[src/rtl/anaio_mux_ctrl.sv]
// -----------------------------------------------------------------------------
// anaio_mux_ctrl
//
// Break-before-make sequencer for the analog switch matrix in front of the
// analog I/O pad. One of N_SRC internal analog nodes is routed onto the pad
// net. Every change of connection first opens all switches for BBM_CYC
// cycles. A newly made connection is then given SETTLE_CYC cycles before
// pad_ready_o declares the pad voltage trustworthy. All outputs come straight
// from flops, so the switch enables cannot glitch.
//
// Optional feature macro: ANAIO_MUX_RANGE_CHK_EN
//   defined   : an out-of-range connect is treated as a disconnect and sets the
//               sticky err_o flag.
//   undefined : an out-of-range connect is accepted and discarded; there is no
//               err_o port.
//
// Ports
//   clk_i        block clock
//   rst_i        synchronous, active-high reset
//   req_valid_i  request valid
//   req_ready_o  request can be accepted this cycle (IDLE / CONN)
//   req_conn_i   1 = connect req_sel_i, 0 = disconnect all
//   req_sel_i    source index
//   sw_en_o      switch enables, one-hot or all-zero
//   sel_o        connected / connecting source, 0 when idle
//   pad_ready_o  connected source has settled
//   busy_o       break or make sequence in progress
//   err_o        sticky range error (ANAIO_MUX_RANGE_CHK_EN only)
// -----------------------------------------------------------------------------
module anaio_mux_ctrl #(
    parameter int  N_SRC      = 8,
    parameter int  BBM_CYC    = 4,
    parameter int  SETTLE_CYC = 16,
    localparam int SEL_W      = $clog2(N_SRC)
) (
    input  logic             clk_i,
    input  logic             rst_i,
    input  logic             req_valid_i,
    output logic             req_ready_o,
    input  logic             req_conn_i,
    input  logic [SEL_W-1:0] req_sel_i,
    output logic [N_SRC-1:0] sw_en_o,
    output logic [SEL_W-1:0] sel_o,
    output logic             pad_ready_o,
    output logic             busy_o
`ifdef ANAIO_MUX_RANGE_CHK_EN
    ,
    output logic             err_o
`endif
);

    typedef enum logic [1:0] {
        ST_IDLE  = 2'd0,
        ST_BREAK = 2'd1,
        ST_MAKE  = 2'd2,
        ST_CONN  = 2'd3
    } state_e;

    // Counters count down to zero, so the loaded value is one less than the
    // number of cycles spent in the phase.
    localparam logic [15:0]      BBM_LOAD    = 16'(BBM_CYC - 1);
    localparam logic [15:0]      SETTLE_LOAD = 16'(SETTLE_CYC - 1);
    localparam logic [N_SRC-1:0] ONE_HOT_LSB = {{(N_SRC-1){1'b0}}, 1'b1};
    localparam logic [4:0]       N_SRC_W     = 5'(N_SRC);

    state_e           state_q, state_d;
    logic [15:0]      cnt_q, cnt_d;
    logic [SEL_W-1:0] sel_q, sel_d;
    logic [N_SRC-1:0] sw_en_q, sw_en_d;
    logic             pad_ready_q, pad_ready_d;
    logic             busy_q, busy_d;
    logic             req_ready_q, req_ready_d;
    // Remembers whether the running break period ends in MAKE or in IDLE.
    logic             make_pend_q, make_pend_d;
`ifdef ANAIO_MUX_RANGE_CHK_EN
    logic             err_q, err_d;
    logic             range_err_s;
`endif

    logic accept_s;
    logic sel_ok_s;
    logic start_conn_s;
    logic start_disc_s;

    assign accept_s = req_valid_i & req_ready_q;
    assign sel_ok_s = (5'(req_sel_i) < N_SRC_W);

    // Request decode: classify an accepted request as connect or disconnect.
    always_comb begin
        start_conn_s = 1'b0;
        start_disc_s = 1'b0;
`ifdef ANAIO_MUX_RANGE_CHK_EN
        range_err_s  = 1'b0;
`endif
        if (accept_s) begin
            if (req_conn_i) begin
                if (sel_ok_s) begin
                    // Reconnecting the source that is already settled is a no-op.
                    if ((state_q == ST_CONN) && (req_sel_i == sel_q)) begin
                        start_conn_s = 1'b0;
                    end else begin
                        start_conn_s = 1'b1;
                    end
                end else begin
`ifdef ANAIO_MUX_RANGE_CHK_EN
                    range_err_s  = 1'b1;
                    start_disc_s = (state_q == ST_CONN);
`else
                    start_conn_s = 1'b0;
`endif
                end
            end else begin
                // Disconnect while idle is a no-op.
                start_disc_s = (state_q == ST_CONN);
            end
        end else begin
            start_conn_s = 1'b0;
        end
    end

    // Next-state and next-output computation for the sequencer.
    always_comb begin
        state_d     = state_q;
        cnt_d       = cnt_q;
        sel_d       = sel_q;
        sw_en_d     = sw_en_q;
        pad_ready_d = pad_ready_q;
        busy_d      = busy_q;
        req_ready_d = req_ready_q;
        make_pend_d = make_pend_q;
`ifdef ANAIO_MUX_RANGE_CHK_EN
        err_d       = err_q | range_err_s;
`endif
        case (state_q)
            ST_IDLE, ST_CONN: begin
                if (start_conn_s || start_disc_s) begin
                    // Both paths open every switch first; only a connect
                    // continues into MAKE afterwards.
                    state_d     = ST_BREAK;
                    cnt_d       = BBM_LOAD;
                    sw_en_d     = {N_SRC{1'b0}};
                    pad_ready_d = 1'b0;
                    busy_d      = 1'b1;
                    req_ready_d = 1'b0;
                    make_pend_d = start_conn_s;
                    if (start_conn_s) begin
                        sel_d = req_sel_i;
                    end else begin
                        // sel_o keeps naming the old source until IDLE.
                        sel_d = sel_q;
                    end
                end else begin
                    state_d = state_q;
                end
            end
            ST_BREAK: begin
                if (cnt_q == 16'd0) begin
                    if (make_pend_q) begin
                        state_d = ST_MAKE;
                        cnt_d   = SETTLE_LOAD;
                        sw_en_d = ONE_HOT_LSB << sel_q;
                    end else begin
                        state_d     = ST_IDLE;
                        sel_d       = {SEL_W{1'b0}};
                        busy_d      = 1'b0;
                        req_ready_d = 1'b1;
                    end
                end else begin
                    cnt_d = cnt_q - 16'd1;
                end
            end
            ST_MAKE: begin
                if (cnt_q == 16'd0) begin
                    state_d     = ST_CONN;
                    pad_ready_d = 1'b1;
                    busy_d      = 1'b0;
                    req_ready_d = 1'b1;
                end else begin
                    cnt_d = cnt_q - 16'd1;
                end
            end
            default: begin
                // Unreachable encoding: fall back to the safe, all-open state.
                state_d     = ST_IDLE;
                cnt_d       = 16'd0;
                sel_d       = {SEL_W{1'b0}};
                sw_en_d     = {N_SRC{1'b0}};
                pad_ready_d = 1'b0;
                busy_d      = 1'b0;
                req_ready_d = 1'b1;
                make_pend_d = 1'b0;
            end
        endcase
    end

    // State and output registers; reset opens all switches immediately.
    always_ff @(posedge clk_i) begin
        if (rst_i) begin
            state_q     <= ST_IDLE;
            cnt_q       <= 16'd0;
            sel_q       <= {SEL_W{1'b0}};
            sw_en_q     <= {N_SRC{1'b0}};
            pad_ready_q <= 1'b0;
            busy_q      <= 1'b0;
            req_ready_q <= 1'b1;
            make_pend_q <= 1'b0;
`ifdef ANAIO_MUX_RANGE_CHK_EN
            err_q       <= 1'b0;
`endif
        end else begin
            state_q     <= state_d;
            cnt_q       <= cnt_d;
            sel_q       <= sel_d;
            sw_en_q     <= sw_en_d;
            pad_ready_q <= pad_ready_d;
            busy_q      <= busy_d;
            req_ready_q <= req_ready_d;
            make_pend_q <= make_pend_d;
`ifdef ANAIO_MUX_RANGE_CHK_EN
            err_q       <= err_d;
`endif
        end
    end

    assign req_ready_o = req_ready_q;
    assign sw_en_o     = sw_en_q;
    assign sel_o       = sel_q;
    assign pad_ready_o = pad_ready_q;
    assign busy_o      = busy_q;
`ifdef ANAIO_MUX_RANGE_CHK_EN
    assign err_o       = err_q;
`endif

endmodule

[config.mk]
export PLATFORM = sky130hd
export DESIGN_NAME = anaio_mux_ctrl
export DESIGN_NICKNAME = d
export VERILOG_FILES = /design/src/rtl/anaio_mux_ctrl.sv
export SDC_FILE = /design/constraint.sdc
export NUM_CORES = 1
export LEC_CHECK = 0
export BUFFER_PORTS_ARGS = -buffer_cell sky130_fd_sc_hd__buf_4
export CAP_MARGIN = 20
export CELL_PAD_IN_SITES_DETAIL_PLACEMENT = 1
export CELL_PAD_IN_SITES_GLOBAL_PLACEMENT = 2
export CORE_ASPECT_RATIO = 2
export CORE_MARGIN = 1
export CORE_UTILIZATION = 35
export CTS_CLUSTER_SIZE = 28
export DETAILED_ROUTE_END_ITERATION = 8
export HOLD_SLACK_MARGIN = 0.02
export PLACE_DENSITY = 0.79
export SLEW_MARGIN = 0
export SYNTH_ARGS = -nofsm -noshare
export SYNTH_HDL_FRONTEND = slang
export SYNTH_SLANG_ARGS = --single-unit
[constraint.sdc]
create_clock -name clk_i -period 3.4 [get_ports clk_i]
set_input_delay 0.34 -clock clk_i [delete_from_list [all_inputs] [get_ports clk_i]]
set_output_delay 0.34 -clock clk_i [all_outputs]
set_load 0.03 [all_outputs]
# Word level (Yosys, flattened, before mapping)

Cells that the tools add are included.

Bits in registers: 33
Output and inout bits: 14

Add/subtract/negate cells: 1
Eq/ne operators: 12
Shift operators: 1
Multiplexer cells: 35
Bitwise operators: 1
Reduce and logical (&&, ||, !) cells: 14

Operator list:

| kind                                                | number |
|---|---|
| 2-to-1 mux 16 bit                                   | 4 |
| one-hot mux 16 bit (3 select lines)                 | 1 |
| 2-to-1 mux 8 bit                                    | 3 |
| logical NOT 16 bit                                  | 1 |
| one-hot mux 8 bit (2 select lines)                  | 1 |
| subtractor 16 x 1 -> 16 bit (second input constant) | 1 |
| inequality test 2 bit (second input constant)       | 7 |
| 2-to-1 mux 1 bit                                    | 13 |
| 2-to-1 mux 3 bit                                    | 4 |
| AND reduction 3 bit                                 | 3 |
| 2-to-1 mux 2 bit                                    | 4 |
| AND reduction 4 bit                                 | 2 |
| << shifter 1 x 3 -> 8 bit (first input constant)    | 1 |
| one-hot mux 1 bit (3 select lines)                  | 2 |
| one-hot mux 2 bit (3 select lines)                  | 1 |
| one-hot mux 3 bit (2 select lines)                  | 1 |
| AND reduction 5 bit                                 | 1 |
| == test 2 bit (second input constant)               | 2 |
| nonzero test 2 bit                                  | 2 |
| == test 3 bit                                       | 1 |
| inequality test 3 bit (second input constant)       | 1 |
| == test 2 x 1 -> 1 bit (second input constant)      | 1 |
| logical NOT 2 bit                                   | 1 |
| one-hot mux 1 bit (2 select lines)                  | 1 |
| other kinds (5)                                     | 5 |

# Depth between registers and ports, before layout

Word-level depth: 8
Mapped depth: 10
Gate-level depth less buffers: 7

# Worst setup path before layout

OpenSTA, ideal clock, no wires.

Path kind: register to register
From: register cnt_q[0]
To: register req_ready_q, in the netlist req_ready_o
Setup time: 0.120 ns
Arrival time: 2.375 ns
Required time: 3.280 ns
Slack: 0.905 ns
Stages on the path, launching flop included: 8
Clock period less this slack: 2.495 ns
Path through: dfxtp_1 inv_1 ha_1 or4b_4 nor4_4 a22oi_1 or4b_2 o31a_1

Longest elaborated chain between the ends: 3

RTL lines:

| item                              | line     | text |
|---|---|---|
| start: declaration                | 67       | `logic [15:0] cnt_q, cnt_d;` |
| start signal: assignment          | 212      | `cnt_q <= cnt_d;` |
| logical NOT 16 bit (*)            | 157, 173 |  |
| inequality test 2 bit (no line)   | --       |  |
| AND reduction 4 bit (no line) (*) | --       |  |
| end signal: assignment            | 217      | `req_ready_q <= req_ready_d;` |
| end: declaration                  | 72       | `logic req_ready_q, req_ready_d;` |

Mark *: on every way between the ends. The rest lies on a longest branch, timed or not.
A chain may end at the register's enable or synchronous reset.

# Worst setup path after layout

From: register cnt_q[0]
To: register cnt_q[6]

Longest elaborated chain between the ends: 3

RTL lines:

| item                                                                       | line | text |
|---|---|---|
| subtractor 16 x 1 -> 16 bit or logical NOT 16 bit (tied branches)          | --   |  |
| 2-to-1 mux 16 bit, or another cell as far along                            | 173  | `if (cnt_q == 16'd0) begin` |
| one-hot mux 16 bit (3 select lines) or AND reduction 3 bit (tied branches) | --   |  |

Several ways; a longest one is shown, not always the timed one. The select of a mux whose other input is x is not followed.

==> run_results.csv <==
group,metric,value,unit
grt,grt_max_degree,25,
sta,fin_worst_skew,8.13,ps
worst_setup_path,cp.buffers_inverters,2,
sta,timing_worst_slew_pin_value,695,ps
worst_setup_path,crit_path_max_incr_delay,650,ps
grt,globalRoute.busiestLayer,"met2",
worst_setup_path,timing.critical_path.arrival,3080,ps
yosys,synthTopCellsByArea,"dfxtp_1 (36%), a21oi_1 (9.4%), or4_1 (8.1%)",
routing,drt_iter0_drc,11,
worst_setup_path,worstSetupEndpointType,"flip-flop",
min_path,worstHoldPathType,"input port to flip-flop",
grt,grt_use_total,21.2,%
worst_setup_path,start_kind,"flip-flop",
cts,cts-hold-fix-buffers,0,
sta,tns,0,ps
cts,post-cts-setup-buffers,0,
yosys,synth_flop_cell,"dfxtp_1",
routing,vias_per_cell,6.05,
cts,cts.sink_count,33,
die,core-area,5140,µm²
cts,cts_tree,"yes",
final_layout,area_growth,14.9,%
yosys,synth_cell_types,45,
sta,layout_worst_path_cycle_share,83.6,%
sta,finalSetupViolCount,0,
yosys,yosysTopAreaCellShare,35.6,%
yosys,synth_enable_flop_cells,0,
placed_design,pre_cts_ws,573,ps
final_layout,stdcell_count,297,
final_layout,antenna-diode-count,0,
yosys,synth_nets,234,
cts,clk_pin_slew_worst_paths,80,ps
final_layout,drive_above_1_share,17.6,%
die,chipWidth,53.5,µm
cts,clock_tree.buffer_depth,2,
routing,routedWlPerCell,17.3,µm
placed_design,postPlaceCellArea,2040,µm²
power,power.static_leakage,0.770,nW
sta,relSlewSlack,53.6,%
grt,grt_first_pass_wirelength,8470,µm
die,floorplan.die.height,105,µm
yosys,postSynthRegisterBits,33,
routing,ant_nets,0,
yosys,number_of_instances_in_the_synthesized_netlist,222,
routing,dr_total_vias,1797,
yosys,ys_async_sr_fraction,0,%
placed_design,dp.cells,289,
worst_setup_path,cp.required,3630,ps
grt,global_route.usage.met3,3.93,%
sta,report.final.slew_viol_count,0,
grt,grt_overflow_total,0,
sta,max_clock_freq,352,MHz
die,placementRows,37,
yosys,post-synth-top-area-cell,"dfxtp_1",
grt,grtUsageMet1,20.3,%
yosys,share_of_the_yosys_chip_area_belonging_to_registers,35.6,%
cts,postCtsResizedCells,0,
power,power_density_over_the_cells,1000,nW/µm²
die,floorplan.die_area,5610,µm²
grt,antenna_found_initial,0,
flow_run,drv.max_cap_violation_count,0,
sta,final_period_minus_worst_setup_slack,2840,ps
yosys,synth_area_per_cell,8.35,µm²
sta,rsz0062_at_grt,"no",
cts,clk-insertion-delay-late,300,ps
worst_setup_path,path_cells,"inv_1 > ha_1 > or4b_4 > or4_1 > nor2_2 > o31ai_1 > buf_4 > a21oi_1",
placed_design,globalplace.congestion,0.723,
worst_setup_path,worst-path-max-fanout,14,
sta,final_layout_worst_hold_slack,351,ps
yosys,number_of_warning_messages_in_the_yosys_log,0,
die,start_util,36.1,%
routing,route.detailed.drc,0,
placed_design,placement.io_buffers,20,
outcome,status,"complete, no violations",
power,vdd_ir_drop_max,495,µV
yosys,synthesis.area,1850,µm²
worst_setup_path,kind_of_cell_with_the_highest_combined_delay_on_the_critical_path,"simple AND/OR/NAND/NOR gates",
worst_setup_path,setup.worst_path.class,"flip-flop to flip-flop",
routing,drt_first_pass_iters,4,
final_layout,fillers,618,
sta,hold_fails_final_rpt,0,
cts,cts_made_buffers,5,
cts,cts_root_buffer,"clkbuf_8",
final_layout,post-route-cell-area,2130,µm²
placed_design,detailedPlacementHpwl,3710,µm
grt,global_route.usage.met2,38.8,%
sta,final_critical_path_setup_slack,559,ps
cts,cts_h_tree_depth,2,
final_layout,post-route-util,41.5,%
grt,vias_in_the_first_global_route,1754,
die,io-pin-count,21,
power,design_power_total,2.13,mW
worst_setup_path,slowest_stage,"or4_1",
final_layout,nets,250,
routing,wirelength,5140,µm
-- area by class of cell --
type                    instances  area (µm²)  share of cell area [%]
inverters                       9        33.8                    1.59
clock buffers                   5        68.8                    3.23
multi-input cells             165        1080                    50.9
well taps                      58        72.6                    3.41
clock inverters                 3        17.5                   0.822
flip-flops and latches         33         661                    31.0
repair buffers                 24         193                    9.04
-- power breakdown --
part,total [mW],internal (mW),switching [mW]
clock network,0.304,0.141,0.163
logic,1.24,0.459,0.777
registers,0.589,0.483,0.107
total,2.13,1.08,1.05
-- registers in the layout, summed over array words and instances (netlist names) --
| register | count |
|---|---|
| pad_ready_o | 1 |
| sw_en_o | 8 |
| cnt_q | 16 |
| req_ready_o | 1 |
| sel_o | 3 |
| busy_o | 1 |
| make_pend_q | 1 |
| state_q | 2 |
-- logic make-up after synthesis --
group,share of synthesized area [%]
AOI/OAI and AO/OA,27.8
DFF,35.6
and+or+nand+nor,24.9
buffers and inverters,5.87
muxes,0.540
xor gates and xnor gates,1.89
adders and majority gates,3.37
-- worst register-to-register path, delay by kind of cell, from the launching register on --
family | cells | cell delay (ps)
adders and majority gates | 1 | 190
AOI/OAI and AO/OA | 2 | 300
DFF | 1 | 340
and+or+nand+nor | 3 | 1670
buffers and inverters | 2 | 270
-- path summary, 6_finish.rpt --
check | startpoint | end | slack [ps] | depth (start not counted)
max | cnt_q[0]$_SDFFE_PP0P_ | cnt_q[6]$_SDFFE_PP0P_ | 560 | 8
min | req_sel_i[1] | sel_o[1]$_SDFFE_PP0P_ | 350 | 3
max reg2reg | cnt_q[0]$_SDFFE_PP0P_ | cnt_q[6]$_SDFFE_PP0P_ | 560 | 8
min reg2reg | busy_o$_SDFFE_PP0P_ | busy_o$_SDFFE_PP0P_ | 460 | 2
-- cells in the final DEF (no fill, tap or decap), types with 2 or more instances in the layout --
| cell | n |
|---|---|
| o31ai_1 | 12 |
| clkinv_2 | 2 |
| ha_1 | 5 |
| nand2_1 | 8 |
| inv_1 | 9 |
| nand4_1 | 3 |
| o21ai_0 | 20 |
| or4_1 | 20 |
| o41ai_1 | 3 |
| or3_1 | 8 |
| clkbuf_8 | 5 |
| o21a_1 | 2 |
| a21oi_1 | 35 |
| buf_4 | 23 |
| nor3_1 | 4 |
| nor2_1 | 8 |
| nand2b_1 | 6 |
| nand3_1 | 4 |
| o221a_2 | 2 |
| xor2_1 | 3 |
| dfxtp_1 | 33 |
-- Yosys cell counts (all sizes together) (5+ instances only) --
cell and n:
buf 7, nand2 8, o31ai 12, o21ai 20
dfxtp 33, nand2b 6, inv 9, or4 21
or3 8, clkbuf 8, a21oi 35, ha 5
nor2 9
-- metal layers --
metal,vias to the layer above,share of wire (%)
li1,871,-
met1,901,38
met2,18,58
met3,7,1.7
met4,0,2.4
met5,-,0
Note: power is estimated with default switching activity, not from simulation.
